<file path="src/rtl/flappy_pkg.sv">
// Shared types and constants for the Flappy Bird VGA pipeline.
package flappy_pkg;

  localparam int H_ACTIVE = 640;
  localparam int V_ACTIVE = 480;
  localparam int COORD_W  = 10;
  localparam int POS_W    = 12;

  localparam logic [15:0] LFSR_MASK = 16'hB400;

  typedef enum logic [1:0] {
    IDLE,
    RESTART,
    RUN,
    HALT
  } state_e;

  typedef logic signed [POS_W-1:0] pos_t;

  // One step of the right-shifting Galois LFSR.
  function automatic logic [15:0] lfsr_next(input logic [15:0] v);
    return v[0] ? ((v >> 1) ^ LFSR_MASK) : (v >> 1);
  endfunction

endpackage

</file>
<file path="src/rtl/lfsr16.sv">
// Free-running 16-bit Galois LFSR; steps every clock regardless of game state.
module lfsr16
  import flappy_pkg::*;
#(
  parameter logic [15:0] SEED = 16'hACE1
) (
  input  logic        clk,
  input  logic        rst_n,
  output logic [15:0] lfsr_o
);

  logic [15:0] lfsr_q;

  // Shift register, reloaded with the seed on reset.
  always_ff @(posedge clk or negedge rst_n) begin
    if (!rst_n) lfsr_q <= SEED;
    else        lfsr_q <= lfsr_next(lfsr_q);
  end

  assign lfsr_o = lfsr_q;

endmodule

</file>
<file path="src/rtl/pipe_field.sv">
// Scrolling pipe obstacles: positions, respawn, per-pixel hit flag and score pulse.
//
//   state   | meaning
//   --------+-----------------------------------------------------------
//   IDLE    | pipes parked off-screen right, waiting for start
//   RESTART | one cycle: reload start positions and initial gaps
//   RUN     | pipes scroll left on frame_tick, halt freezes
//   HALT    | pipes frozen but still drawn, start restarts
module pipe_field
  import flappy_pkg::*;
#(
  parameter int          NUM_PIPES    = 3,
  parameter int          PIPE_WIDTH   = 52,
  parameter int          GAP_HEIGHT   = 120,
  parameter int          GAP_MIN      = 40,
  parameter int          GAP_INIT     = 180,
  parameter int          PIPE_SPACING = 220,
  parameter int          SCROLL_SPEED = 2,
  parameter int          BIRD_X       = 160,
  parameter logic [15:0] LFSR_SEED    = 16'hACE1
) (
  input  logic               clk,
  input  logic               rst_n,
  input  logic [COORD_W-1:0] pixel_x,
  input  logic [COORD_W-1:0] pixel_y,
  input  logic               frame_tick,
  input  logic               start,
  input  logic               halt,
  output logic               pipe_color,
  output logic               score_pulse,
  output logic               running
);

  localparam pos_t PW       = pos_t'(PIPE_WIDTH);
  localparam pos_t X_WRAP   = pos_t'(-PIPE_WIDTH);
  localparam pos_t X_PITCH  = pos_t'(NUM_PIPES * PIPE_SPACING);
  localparam pos_t SCROLL   = pos_t'(SCROLL_SPEED);
  localparam pos_t BIRD     = pos_t'(BIRD_X);
  localparam logic [COORD_W-1:0] GAP_INIT_C = COORD_W'(GAP_INIT);
  localparam logic [COORD_W-1:0] GAP_MIN_C  = COORD_W'(GAP_MIN);
  localparam logic [COORD_W-1:0] H_LIM      = COORD_W'(H_ACTIVE);
  localparam logic [COORD_W-1:0] V_LIM      = COORD_W'(V_ACTIVE);
  localparam logic [COORD_W:0]   GAP_H_C    = (COORD_W+1)'(GAP_HEIGHT);

  // Gap must stay on screen even at the largest random offset.
  if (GAP_MIN + 255 + GAP_HEIGHT > V_ACTIVE || NUM_PIPES < 2 || NUM_PIPES > 4 ||
      LFSR_SEED == 16'h0000) begin : g_bad_params
    $error("pipe_field: illegal parameter combination");
  end

  state_e         state_q, state_d;
  logic           load_init, scroll_en;
  logic [15:0]    lfsr_w;
  logic           lfsr_unused;
  logic [NUM_PIPES-1:0] hit_w, score_w;
  logic           pipe_color_q, pipe_color_d;
  logic           score_q;
  pos_t           px;

  lfsr16 #(.SEED(LFSR_SEED)) u_lfsr (
    .clk    (clk),
    .rst_n  (rst_n),
    .lfsr_o (lfsr_w)
  );

  // Only the low byte feeds the gap offset.
  assign lfsr_unused = ^lfsr_w[15:8];

  // State register.
  always_ff @(posedge clk or negedge rst_n) begin
    if (!rst_n) state_q <= IDLE;
    else        state_q <= state_d;
  end

  // Next-state logic; halt takes priority over start.
  always_comb begin
    state_d = state_q;
    case (state_q)
      IDLE:    if (start && !halt) state_d = RESTART;
      RESTART: state_d = RUN;
      RUN:     if (halt) state_d = HALT;
      HALT:    if (start && !halt) state_d = RESTART;
      default: state_d = IDLE;
    endcase
  end

  // Control outputs; a cycle carrying start or halt never scrolls.
  always_comb begin
    running   = (state_q == RUN);
    load_init = (state_q == RESTART);
    scroll_en = (state_q == RUN) && frame_tick && !start && !halt;
  end

  assign px = $signed({2'b00, pixel_x});

  for (genvar i = 0; i < NUM_PIPES; i++) begin : g_pipe
    localparam pos_t X_INIT = pos_t'(H_ACTIVE + i * PIPE_SPACING);

    pos_t               x_q, x_d, x_new;
    logic [COORD_W-1:0] gap_q, gap_d;
    logic [COORD_W:0]   gap_end;
    logic               wrap;

    // Scroll by one step, wrapping to the back of the queue with a fresh gap.
    always_comb begin
      x_new = x_q - SCROLL;
      wrap  = (x_new <= X_WRAP);
      x_d   = x_q;
      gap_d = gap_q;
      if (load_init) begin
        x_d   = X_INIT;
        gap_d = GAP_INIT_C;
      end else if (scroll_en) begin
        if (wrap) begin
          x_d   = x_new + X_PITCH;
          gap_d = GAP_MIN_C + COORD_W'(lfsr_w[7:0]);
        end else begin
          x_d = x_new;
        end
      end
    end

    // Pipe position and gap registers.
    always_ff @(posedge clk or negedge rst_n) begin
      if (!rst_n) begin
        x_q   <= X_INIT;
        gap_q <= GAP_INIT_C;
      end else begin
        x_q   <= x_d;
        gap_q <= gap_d;
      end
    end

    // Right edge crosses the bird column on this step.
    assign score_w[i] = scroll_en && !wrap && (x_q + PW >= BIRD) && (x_new + PW < BIRD);

    assign gap_end  = {1'b0, gap_q} + GAP_H_C;
    assign hit_w[i] = (px >= x_q) && (px < x_q + PW) &&
                      ((pixel_y < gap_q) || ({1'b0, pixel_y} >= gap_end));
  end

  // Visible-area qualified hit test.
  always_comb begin
    pipe_color_d = (pixel_x < H_LIM) && (pixel_y < V_LIM) && (|hit_w);
  end

  // Output registers.
  always_ff @(posedge clk or negedge rst_n) begin
    if (!rst_n) begin
      pipe_color_q <= 1'b0;
      score_q      <= 1'b0;
    end else begin
      pipe_color_q <= pipe_color_d;
      score_q      <= |score_w;
    end
  end

  assign pipe_color  = pipe_color_q;
  assign score_pulse = score_q;

endmodule

</file>
<file path="config.mk">
export PLATFORM = sky130hd
export DESIGN_NAME = pipe_field
export DESIGN_NICKNAME = d
export VERILOG_FILES = /design/src/rtl/flappy_pkg.sv /design/src/rtl/lfsr16.sv /design/src/rtl/pipe_field.sv
export SDC_FILE = /design/constraint.sdc
export NUM_CORES = 1
export LEC_CHECK = 0
export ABC_AREA = 1
export CAP_MARGIN = 20
export CORE_MARGIN = 8
export CORE_UTILIZATION = 56
export DETAILED_ROUTE_END_ITERATION = 8
export GPL_TIMING_DRIVEN = 1
export PLACE_DENSITY = 0.79
export SLEW_MARGIN = 20
export SYNTH_ARGS = -nofsm -noshare
export SYNTH_HDL_FRONTEND = slang
export SYNTH_SLANG_ARGS = --single-unit
</file>
<file path="constraint.sdc">
create_clock -name clk -period 2.8 [get_ports clk]
set_clock_uncertainty 0.2 [all_clocks]
set_input_delay 0.28 -clock clk [delete_from_list [all_inputs] [get_ports clk]]
set_output_delay 0.28 -clock clk [all_outputs]
set_load 0.1 [all_outputs]
</file>
# ---- Word-level counts from Yosys, hierarchy flattened
# Cells that the tools add are included.
dict set report totals {
  reg_bits 86
  inputBits 25
  elab_cells 118
  output_inout_bits 3
}
dict set report op_classes {
  n_eq_ne 5
  n_mux 22
  order_cmp 23
  add_sub_neg 16
  bitwise_logic 1
  n_reduce_logical 41
}
# op n
set ops {}
lappend ops {{12-bit two-way mux} 9}
lappend ops {{10-bit two-way mux} 9}
lappend ops {{12-bit by 7-bit adder with 12-bit output (second input constant)} 6}
lappend ops {{12-bit by 11-bit adder with 12-bit output (second input constant)} 3}
lappend ops {{11-bit by 12-bit >= comparator with 1-bit output} 3}
lappend ops {{12-bit by 9-bit >= comparator with 1-bit output (second input constant)} 3}
lappend ops {{12-bit by 7-bit <= comparator with 1-bit output (second input constant)} 3}
lappend ops {{11-bit by 12-bit < comparator with 1-bit output} 3}
lappend ops {{12-bit by 9-bit < comparator with 1-bit output (second input constant)} 3}
lappend ops {{12-bit by 3-bit subtractor with 12-bit output (second input constant)} 3}
lappend ops {{10-bit by 7-bit adder with 11-bit output (second input constant)} 3}
lappend ops {{10-bit by 11-bit >= comparator with 1-bit output} 3}
lappend ops {{10-bit < comparator} 3}
lappend ops {{1-bit logical AND} 21}
lappend ops {{16-bit two-way mux} 1}
lappend ops {{10-bit < comparator (second input constant)} 1}
lappend ops {{10-bit by 9-bit < comparator with 1-bit output (second input constant)} 1}
lappend ops {{6-bit by 8-bit adder with 9-bit output (first input constant)} 1}
lappend ops {{2-bit AND reduction} 4}
lappend ops {{2-bit nonzero test} 4}
lappend ops {{2-bit one-hot mux with 3 select lines} 1}
lappend ops {{3-bit OR reduction} 2}
lappend ops {{1-bit zero test} 5}
lappend ops {{2-bit equality test (second input constant)} 2}
lappend ops {{8 further kinds} 11}

# ---- Logic depth before layout (Yosys ltp)
# Gate-level depths: netlist of run 1.
dict set report logic_depth {
  depth_word 8
  depth_mapped 21
}

# ---- By module
# A second synthesis of run 1 with hierarchy kept.
dict set report unflattened {
  hier_cells 1237
  area_unflattened_um2 8589.5
}
# module area_per_inst_um2 cells_each instances seq_area_each_um2
set by_module_without_submodules {}
lappend by_module_without_submodules {pipe_field 8130.3 1208 1 1631.6}
lappend by_module_without_submodules {lfsr16 459.2 29 1 410.4}

# ---- Worst setup path before layout of run 1
# OpenSTA, ideal clock, no wires.
dict set report synth_timing {
  path_kind {register to register}
  from {register state_q[0]}
  to {register g_pipe[2].x_q[5]}
  slack_ns -0.124
  arrival_ns 2.649
  path_buffers 1
  stages_incl_launch_ff 13
  cell_sequence {dfrtp_1 -> inv_1 -> ha_1 -> inv_1 -> nor2_1 -> inv_1 -> nor3_4 -> inv_1 -> nor2_1 -> clkbuf_1 -> o21ai_0 -> nor2_1 -> nor2_1}
}
dict set report synth_via {
  elab_chain_cells 5
  word_cells_on_any_way 7
}
# element line_no
set synth_lines {}
lappend synth_lines {{from (decl)} pipe_field.sv:51} ;# state_e state_q, state_d;
lappend synth_lines {{from (signal assigned)} pipe_field.sv:72} ;# else state_q <= state_d;
lappend synth_lines {{2-bit equality test} --}
lappend synth_lines {{named net running} pipe_field.sv:31} ;# output logic running
lappend synth_lines {{1-bit logical AND (3 in a row)} pipe_field.sv:91} ;# scroll_en = (state_q == RUN) && frame_tick && !start && !halt;
lappend synth_lines {{2-bit nonzero test (no line)} --}
lappend synth_lines {{to (signal assigned)} pipe_field.sv:126} ;# x_q <= X_INIT;
lappend synth_lines {{to (signal assigned)} pipe_field.sv:129} ;# x_q <= x_d;
lappend synth_lines {{to (decl)} pipe_field.sv:99} ;# pos_t x_q, x_d, x_new;
# The timed path passes the listed nets, and every way through them passes these cells.
# A chain may end at the register's enable or synchronous reset.

# ---- Worst setup path after layout of run 1
dict set report layout_timing {
  from {register g_pipe[2].x_q[1]}
  to {register g_pipe[2].x_q[6]}
}
dict set report layout_via {
  elab_chain_cells 5
  word_cells_on_any_way 6
}
# element line_no
set layout_lines {}
lappend layout_lines {{12-bit by 3-bit subtractor with 12-bit output *} pipe_field.sv:106} ;# x_new = x_q - SCROLL;
lappend layout_lines {{12-bit by 11-bit adder with 12-bit output / 12-bit by 7-bit <= comparator with 1-bit output (equally long branches)} {pipe_field.sv:115, pipe_field.sv:107}}
lappend layout_lines {{12-bit two-way mux *} pipe_field.sv:114} ;# if (wrap) begin
lappend layout_lines {{12-bit two-way mux *} pipe_field.sv:113} ;# end else if (scroll_en) begin
lappend layout_lines {{12-bit two-way mux *} pipe_field.sv:110} ;# if (load_init) begin
# Mark *: on every way between the ends. The rest lies on a longest branch, timed or not. The select of a mux whose other input is x is not followed.

==> results.toml, run 1 <==
[drt]
viasPerCell = 5.464
avgRoutedWirePerCell_um = 14.26
routed_wl_um = 20730
ant_nets = 0
drt_iter0_markers = 548
first_pass_iters = 5
drc = 0
vias = 7944

[yosys]
ys_types = 51
postSynthNetCount = 1352
synth-edff-count = 0
syn_inst = 1206
yosysSeqAreaShare = 0.2402
ys_warn_count = 0
synth_simple_gate_area_frac = 0.3367
postSynthAreaPerCell_sq_um = 7.048
synth_area_sq_mm = 0.008499
synthFlopType = "dfrtp_1"
synth_compound_area_frac = 0.1161
synth_adder_area_share = 0.1781
yosys.area.top_type_share = 0.1781
synth_top_family_by_area = "simple AND/OR/NAND/NOR gates"
synthMuxAreaShare = 0
async_flop_share = 1.000
synth_xor_xnor_area_share = 0.04770
ys_seq_elements = 80
yosysTopAreaCell = "ha_1"
synth_area_leaders = "ha_1 (18%), nand2_1 (15%), dfrtp_1 (14%)"

[floorplan]
core_sq_mm = 0.01503
die_h_um = 139.2
io_pins = 28
die_w_um = 139.2
rows = 45
die_area_sq_mm = 0.01938
start_util = 0.5654

[clock_network]
h-tree-depth = 3
clk_pin_slew_worst_paths_ns = 0.07
clock-sinks = 80
ctsLongestPathBuffers = 2
cts_tree = "done"
clock_latency_ns = 0.36
clockRootBuffer = "clkbuf_16"
cts-buffers-inserted = 9

[final_layout]
register_area_sq_mm = 0.002043
post-route-util = 0.6386
multi_input_area_sq_mm = 0.005858
num_antenna_cells = 0
fill_cells = 1288
num-nets-final = 1407
area_growth_syn_to_layout_pct = 12.95
layout-drive-gt1-share = 0.1461

[worst_setup_path]
startpoint = "g_pipe[2].x_q[1]$_DFFE_PN0P_"
cp_max_fo = 10
start_kind = "flop"
cpPeakStageDelay_ns = 0.41
crit_required_ns = 2.85
r2r_slack_ns = 0.11
cp_cell_sequence = "inv_1 -> ha_2 -> inv_1 -> nand2_1 -> nand2_1 -> ha_1 -> inv_1 -> nand2_2 -> nor2_2 -> nor2_4 -> nand4_2 -> nand2_2 -> buf_4 -> or2_0 -> nand3_1 -> nand2_1"
crit_path_end_kind = "flop"
critPathKind = "reg2reg"
critPathArrivalTime_ns = 2.74
critPathBufInv = 4
r2r-start = "g_pipe[2].x_q[1]$_DFFE_PN0P_"
slowest_stage = "dfrtp_1"
cp_top_family = "simple AND/OR/NAND/NOR gates"

[place]
gp_congestion = 0.8790
place.port_buffers = 26
post-place-ws_ns = 0.04659
dpl.hpwl_um = 15880

[sta]
setup_violations = 0
relSlewSlack = 0.5798
hold_violations = 0
tightestPinTransition_ns = 0.6303
slew_violations = 0
max_freq_ghz = 0.3723
period_share = 0.9594
layout_min_cycle_time_ns = 2.686
timing.hold.ws_ns = 0.1586
fin_ws_ns = 0.1138

[grt]
grt_antenna_before_repair = 0
grt_pass1_wl_um = 34400
grt_max_degree = 44
overflow = 0
grt_pass1_vias = 7445
grtUsageTotal = 0.2127

[pwr]
power_leakage_nw = 4.770
total_power_mw = 6.278
power_density_mw_per_mm2 = 654.0
irDropWorstVdd_uv = 360.6

[job]
drv_cap = 0

[hold_path]
holdCritPathClass = "reg2reg"
worstHoldStart = "u_lfsr.lfsr_o[12]$_DFF_PN0_"

[run_status]
status = "finished, final reports clean"
-- synth_stat cells, types with 6 or more instances --
cell and n:
o21ai_1 12, nand2_2 21, ha_1 121, nor2_1 86
o21ai_0 72, inv_2 6, nand4_1 21, nand2_1 334
nor2_2 9, a21oi_1 52, dfstp_2 32, inv_1 133
nor2_4 10, xor2_1 35, buf_6 8, nor3b_1 6
nand3_1 116, dfrtp_1 48, clkbuf_1 8
-- report_power, final --
part / internal, mW / total (mW) / switching (mW)
sequential: 1.38 / 1.52 / 0.141
combinational: 1.26 / 3.39 / 2.13
clock: 0.801 / 1.37 / 0.565
-- per-stage QoR --
step                std cells  instance area [sq um]  setup TNS [ns]
finish                   1454                   9600               0
global route             1454                   9600        -0.02319
CTS                      1445                   9447               0
detailed placement       1428                   9100               0
global placement         1428                   9100               0
floorplan                1206                   8502               0
-- state kept, by name (all words and copies together), names as in the netlist --
name           flops
g_pipe.gap_q      27
pipe_color         1
g_pipe.x_q        33
state_q            2
u_lfsr.lfsr_o     16
score_pulse        1
-- placed cells by master, fill, tap and decap left out, types with 6 or more instances in the layout --
cell type and n:
nand2_1 332, inv_1 128, ha_1 117, nand3_1 111, nor2_1 82, o21ai_0 65
a21oi_1 52, dfrtp_1 47, buf_4 38, xor2_1 33, dfstp_2 32, clkdlybuf4s50_1 22
nand2_2 21, nand4_1 21, o21ai_1 19, nor2_2 12, inv_2 11, nor2_4 11
clkbuf_16 9, nor3b_1 6, nand3_2 6
-- worst register-to-register path, stage by stage, from the launching register on --
cell and delay [ns]:
dfrtp_1 0.41, inv_1 0.13, ha_2 0.23, inv_1 0.06, nand2_1 0.07, nand2_1 0.08
ha_1 0.24, inv_1 0.09, nand2_2 0.09, nor2_2 0.18, nor2_4 0.08, nand4_2 0.11
nand2_2 0.09, buf_4 0.19, or2_0 0.21, nand3_1 0.09, nand2_1 0.05
-- kinds of logic after synthesis --
logic type,count (synthesis)
XOR/XNOR,42
AO/OA/AOI/OAI,173
flip-flops,80
buffers and inverters,162
AND/OR/NAND/NOR,628
adder cells (fa/ha/maj),121
-- final timing paths --
check,to,cells past startpoint
setup / recovery,g_pipe[2].x_q[6]$_DFFE_PN0P_,16
hold / removal,u_lfsr.lfsr_o[11]$_DFF_PN1_,0
setup reg to reg,g_pipe[2].x_q[6]$_DFFE_PN0P_,16
hold reg to reg,u_lfsr.lfsr_o[11]$_DFF_PN1_,0
max in group asynchronous,u_lfsr.lfsr_o[10]$_DFF_PN1_,3
min in group asynchronous,g_pipe[0].x_q[4]$_DFFE_PN0P_,2
-- layer usage --
layer	vias to the layer above	GRT usage	share of wire
li1	4086	-	-
met1	3613	0.2769	0.46
met2	207	0.3522	0.46
met3	38	0.02272	0.046
met4	0	0.08954	0.027
met5	-	0	0
-- final cells by class --
type	instances	area share
Clock inverter	7	0.01160
Tap cell	188	0.02450
Sequential cell	80	0.2128
Inverter	141	0.05539
Multi-Input combinational cell	964	0.6102
Timing Repair Buffer	65	0.06204
Clock buffer	9	0.02346
-- timing repair --
action,4_1_cts,5_1_grt
setup endpoints to repair,0,45
hold endpoints to repair,24,0
resized for setup,0,33
hold buffers,1,0
setup buffers,0,9
No activity file was read; power rests on OpenSTA's default activity.
==> inputs of run 2 (changes only) <==
--- a/config.mk
+++ b/config.mk
@@ -8,10 +8,11 @@
 export ABC_AREA = 1
 export CAP_MARGIN = 20
 export CORE_MARGIN = 8
-export CORE_UTILIZATION = 56
+export CORE_UTILIZATION = 64
 export DETAILED_ROUTE_END_ITERATION = 8
+export GPL_ROUTABILITY_DRIVEN = 0
 export GPL_TIMING_DRIVEN = 1
-export PLACE_DENSITY = 0.79
+export PLACE_DENSITY = 0.88
 export SLEW_MARGIN = 20
 export SYNTH_ARGS = -nofsm -noshare
 export SYNTH_HDL_FRONTEND = slang
==> run 2 against run 1 <==
  * Power shrank 1.1%
  * Via count rose by 4.6%
  * Fmax is 0.60% higher
  * Register-to-register slack gained 0.02 ns
  * Sequential share of layout area about the same
  * Combinational power up 3%
  * Count of clock-buffer cells in the layout up 1
  * First-iteration DRC count grew 39%
  * Sequential cell count unchanged
  * Routed wire length increased by 9.0%
  * Highest routed layer unchanged
==> results.toml, run 2 (synthesis gave the netlist of run 1 again) <==
[sta]
setup_violations = 0
tightestPinTransition_ns = 0.5497
hold_violations = 0
fin_ws_ns = 0.1298
period_share = 0.9537
slew_violations = 0
relSlewSlack = 0.6335
layout_min_cycle_time_ns = 2.670
max_freq_ghz = 0.3745

[final_layout]
largest_reg_flops = 33
num-nets-final = 1415
regMostFlops = "g_pipe.x_q"
stdcell_area_sq_mm = 0.009619
multi_input_area_sq_mm = 0.005879
final_cell_mix = "nand2_1 (327), inv_1 (127), ha_1 (117)"
num_antenna_cells = 0
area_growth_syn_to_layout_pct = 13.18
register_area_sq_mm = 0.002043
fill_cells = 987
layout-drive-gt1-share = 0.1531
final_common_cell = "nand2_1"

[clock_network]
clk_pin_slew_worst_paths_ns = 0.07
ctsLongestPathBuffers = 2
clockRootBuffer = "clkbuf_16"
clock-sinks = 80
cts-buffers-inserted = 9
clock_latency_ns = 0.35
h-tree-depth = 3
cts_tree = "done"

[worst_setup_path]
startpoint = "g_pipe[1].x_q[1]$_DFFE_PN0P_"
worst-r2r-cell-count = 12
r2r_slack_ns = 0.13
r2r-start = "g_pipe[1].x_q[1]$_DFFE_PN0P_"
critPathArrivalTime_ns = 2.70
crit_path_end_kind = "flop"
cp_max_fo = 11
crit_required_ns = 2.83
start_kind = "flop"
r2r-end = "g_pipe[1].gap_q[1]$_DFFE_PN0P_"
critPathKind = "reg2reg"

[pwr]
total_power_mw = 6.209
power_leakage_nw = 4.780
irDropWorstVdd_uv = 511.6
power_density_mw_per_mm2 = 645.5

[grt]
grt_pass1_vias = 7999
grt_pass1_wl_um = 36790
overflow = 0
grt_max_degree = 45
grtUsageTotal = 0.2521
grt_antenna_before_repair = 0

[floorplan]
io_pins = 28
die_area_sq_mm = 0.01722
die_h_um = 131.2
start_util = 0.6496
core_sq_mm = 0.01309
rows = 42
die_w_um = 131.2

[hold_path]
holdPathEnd = "u_lfsr.lfsr_o[8]$_DFF_PN0_"
worstHoldStart = "u_lfsr.lfsr_o[9]$_DFF_PN0_"
hold_depth = 0
holdCritPathClass = "reg2reg"

[job]
drv_cap = 0

[drt]
ant_nets = 0
first_pass_iters = 6
avgRoutedWirePerCell_um = 15.58
drc = 0
vias = 8306
drt_iter0_markers = 760
routed_wl_um = 22590
viasPerCell = 5.728

[place]
dpl.hpwl_um = 16920
place.port_buffers = 26
place_area_sq_mm = 0.009117
post-place-ws_ns = -0.004309

[run_status]
status = "finished, final reports clean"
run 2: cell types whose count changed in the layout (fill, tap and decap cells not counted), sizes merged:
cell / delta
buf: +8
bufinv: -2
clkbuf: +1
clkinv: -1
clkinvlp: +2
run 2: per-stage QoR:
stage	TNS [ns]	hold slack [ns]	instances	utilization
final	0	0.1601	1450	0.7351
after global routing	-0.07599	0.1727	1450	0.7351
after CTS	0	0.1659	1439	0.7198
after detailed placement	-0.004309	0.1003	1422	0.6968
after global placement	0	0.09254	1422	0.6968
after floorplan	0	-0.2156	1206	-
run 2: timing repair:
item                                    in CTS  in global routing
buffers inserted                             0                 11
hold endpoints to repair                    22                  0
hold buffers                                 1                  0
gates resized for setup                      1                 39
cloned                                       0                  0
pin swaps                                    0                  7
endpoints found under the setup margin       1                 51
run 2: layer usage:
| layer | global-route usage | routed length, um |
|---|---|---|
| met1 | 0.2999 | 9458 |
| met2 | 0.4477 | 11280 |
| met3 | 0.04192 | 1225 |
| met4 | 0.08909 | 631 |
| met5 | 0 | 0 |
run 2: where the power goes:
| part | switching, mW | total (mW) | leakage [nW] | internal, mW |
|---|---|---|---|---|
| Sequential | 0.158 | 1.54 | 0.990 | 1.38 |
| Combinational | 2.20 | 3.50 | 3.65 | 1.29 |
| Clock | 0.535 | 1.17 | 0.136 | 0.636 |
| Total | 2.90 | 6.21 | 4.78 | 3.31 |
run 2: worst max path at each step:
stage	end	slack (ns)	depth (start not counted)
detailed placement	g_pipe[1].gap_q[2]$_DFFE_PN1P_	-0.004	15
floorplan	g_pipe[2].x_q[5]$_DFFE_PN1P_	0.19	12
CTS	g_pipe[1].x_q[7]$_DFFE_PN0P_	0.006	16
finish	g_pipe[1].gap_q[1]$_DFFE_PN0P_	0.13	12
global placement	g_pipe[1].gap_q[2]$_DFFE_PN1P_	0.1	15
global route	g_pipe[1].x_q[7]$_DFFE_PN0P_	-0.02	15
run 2: critical path: stages (launching register included):
cell and delay (ns):
dfrtp_1 0.42, inv_1 0.14, ha_1 0.22, buf_4 0.15, nand2_2 0.09, nor2_4 0.18, nand3_4 0.11, nor2_4 0.14
xor2_4 0.39, nand3_4 0.15, buf_4 0.19, nand3_1 0.06, o21ai_0 0.11
run 2: layout make-up:
type | count | area share
clock buffers | 10 | 0.02484
clock inverters | 6 | 0.005203
inverters | 141 | 0.05528
multi-input cells | 964 | 0.6112
flip-flops and latches | 80 | 0.2124
well taps | 176 | 0.02289
repair buffers | 73 | 0.06816
==> inputs of run 3 (changes only) <==
--- a/config.mk
+++ b/config.mk
@@ -8,11 +8,12 @@
 export ABC_AREA = 1
 export CAP_MARGIN = 20
 export CORE_MARGIN = 8
-export CORE_UTILIZATION = 64
+export CORE_UTILIZATION = 35
 export DETAILED_ROUTE_END_ITERATION = 8
 export GPL_ROUTABILITY_DRIVEN = 0
 export GPL_TIMING_DRIVEN = 1
-export PLACE_DENSITY = 0.88
+export PLACE_DENSITY = 0.55
+export REMOVE_ABC_BUFFERS = 1
 export SLEW_MARGIN = 20
 export SYNTH_ARGS = -nofsm -noshare
 export SYNTH_HDL_FRONTEND = slang
==> run 3 against run 2 <==
  * Sequential cell count did not move
  * Hold slack got worse by 0.013 ns
  * Routed wire length is 3.9% lower
  * Cell count increased by 9.7%
  * Non-clock buffer count shrank 7
  * Largest cell class unchanged
==> results.toml, run 3 (synthesis gave the netlist of run 1 again) <==
[clock_network]
clk_pin_slew_worst_paths_ns = 0.07
clock_latency_ns = 0.36
cts_tree = "done"
cts-buffers-inserted = 9
h-tree-depth = 3
ctsLongestPathBuffers = 2
clockRootBuffer = "clkbuf_16"
clock-sinks = 80

[hold_path]
holdCritPathClass = "reg2reg"

[worst_setup_path]
slowest_stage = "dfstp_2"
startpoint = "g_pipe[2].gap_q[5]$_DFFE_PN1P_"
start_kind = "flop"
r2r-end = "pipe_color$_DFF_PN0_"
r2r_slack_ns = 0.19
critPathArrivalTime_ns = 2.70
critPathKind = "reg2reg"
cp_cell_sequence = "inv_1 -> nand3_1 -> o21ai_0 -> xor2_1 -> ha_1 -> nand2_1 -> or4_1 -> nand3_2 -> nand3_1 -> nand3_1 -> nand2_1 -> inv_1"
crit_path_end_kind = "flop"
cp-endpoint = "pipe_color$_DFF_PN0_"
cp_max_fo = 3
cpPeakStageDelay_ns = 0.55
cpMostUsedCell = "nand3_1"
worst-r2r-cell-count = 12
crit_required_ns = 2.90
r2r-start = "g_pipe[2].gap_q[5]$_DFFE_PN1P_"

[final_layout]
num_antenna_cells = 0
largest_reg_flops = 33
area_growth_syn_to_layout_pct = 14.68
layout-drive-gt1-share = 0.1436
fill_cells = 2570
num-nets-final = 1408
regMostFlops = "g_pipe.x_q"
final_cell_mix = "nand2_1 (331), inv_1 (127), ha_1 (118)"
final_common_cell = "nand2_1"

[place]
dpl.hpwl_um = 17540
place.port_buffers = 26

[drt]
vias = 7748
drc = 0
drt_iter0_markers = 422
ant_nets = 0
avgRoutedWirePerCell_um = 13.64
routed_wl_um = 21710
viasPerCell = 4.870
first_pass_iters = 5

[floorplan]
io_pins = 28
die_w_um = 171.8
die_area_sq_mm = 0.02953
start_util = 0.3526
die_h_um = 171.8
core_sq_mm = 0.02411
rows = 57

[pwr]
power_density_mw_per_mm2 = 638.4
power_leakage_nw = 4.769
total_power_mw = 6.222
irDropWorstVdd_uv = 296.7

[sta]
max_freq_ghz = 0.3834
timing.setup.tns_ns = 0
setup_violations = 0
slew_violations = 0
period_share = 0.9315
hold_violations = 0
tightestPinTransition_ns = 0.5078
layout_min_cycle_time_ns = 2.608
relSlewSlack = 0.6615

[grt]
grt_max_degree = 48
grt_pass1_wl_um = 36980
grt_pass1_vias = 7450
grt_antenna_before_repair = 0
grtUsageTotal = 0.1553
overflow = 0

[run_status]
status = "finished, final reports clean"

[job]
drv_cap = 0
[run 3: per-stage QoR]
| step | setup slack (ns) | std cells | utilization | hold WS (ns) | instance area, sq um |
|---|---|---|---|---|---|
| floorplan | -0.7892 | 1185 | - | -0.2156 | 8342 |
| global placement | 0.1162 | 1572 | 0.3864 | 0.07847 | 9315 |
| detailed placement | 0.1038 | 1572 | 0.3864 | 0.08365 | 9315 |
| CTS | 0.07336 | 1589 | 0.4006 | 0.1489 | 9657 |
| global route | -0.01944 | 1591 | 0.4043 | 0.1515 | 9747 |
| finish | 0.1917 | 1591 | 0.4043 | 0.1467 | 9747 |
[run 3: timing repair]
item,CTS,global route
hold endpoints to repair,23,0
setup endpoints to repair,0,42
resized for setup,0,29
hold buffers,1,0
buffers inserted,0,2
[run 3: cell type report]
type                       count  area [sq um]  area share
tap                          324         405.4     0.04159
clock buffer                   9         225.2     0.02311
timing repair buffer          66         590.6     0.06059
clock inverter                 7         106.4     0.01091
inverter                     141         531.8     0.05456
multi-input combinational    964          5846      0.5997
sequential                    80          2042      0.2095
[run 3: worst max-delay path, delay by kind of cell, from the launching register on]
| family | cells | cell delay, ns |
|---|---|---|
| simple gates | 7 | 1.09 |
| flops | 1 | 0.55 |
| fa+ha+maj | 1 | 0.30 |
| xor+xnor | 1 | 0.15 |
| buf+inv | 2 | 0.13 |
| compound gates | 1 | 0.11 |
[run 3: worst min path at each step]
stage | slack [ns] | depth (start not counted) | endpoint | start
after floorplan | -0.22 | 0 | g_pipe[0].gap_q[0]$_DFFE_PN0P_ | rst_n
after global placement | 0.08 | 1 | g_pipe[1].x_q[1]$_DFFE_PN0P_ | rst_n
after detailed placement | 0.08 | 1 | g_pipe[1].x_q[1]$_DFFE_PN0P_ | rst_n
after CTS | 0.15 | 0 | u_lfsr.lfsr_o[8]$_DFF_PN0_ | u_lfsr.lfsr_o[9]$_DFF_PN0_
after global routing | 0.15 | 0 | u_lfsr.lfsr_o[8]$_DFF_PN0_ | u_lfsr.lfsr_o[9]$_DFF_PN0_
final | 0.15 | 0 | u_lfsr.lfsr_o[8]$_DFF_PN0_ | u_lfsr.lfsr_o[9]$_DFF_PN0_
[run 3: metal layers]
layer  part of all wire  GRT usage  vias up
li1                   -          -     4091
met3              0.030    0.02272       18
met4             0.0098    0.03298        0
met5                  0          0        -
met2               0.46     0.2603       94
met1               0.50     0.2086     3545
[run 3: power breakdown]
group	switching, mW	internal (mW)
logic	2.10	1.26
registers	0.138	1.38
clock network	0.545	0.801
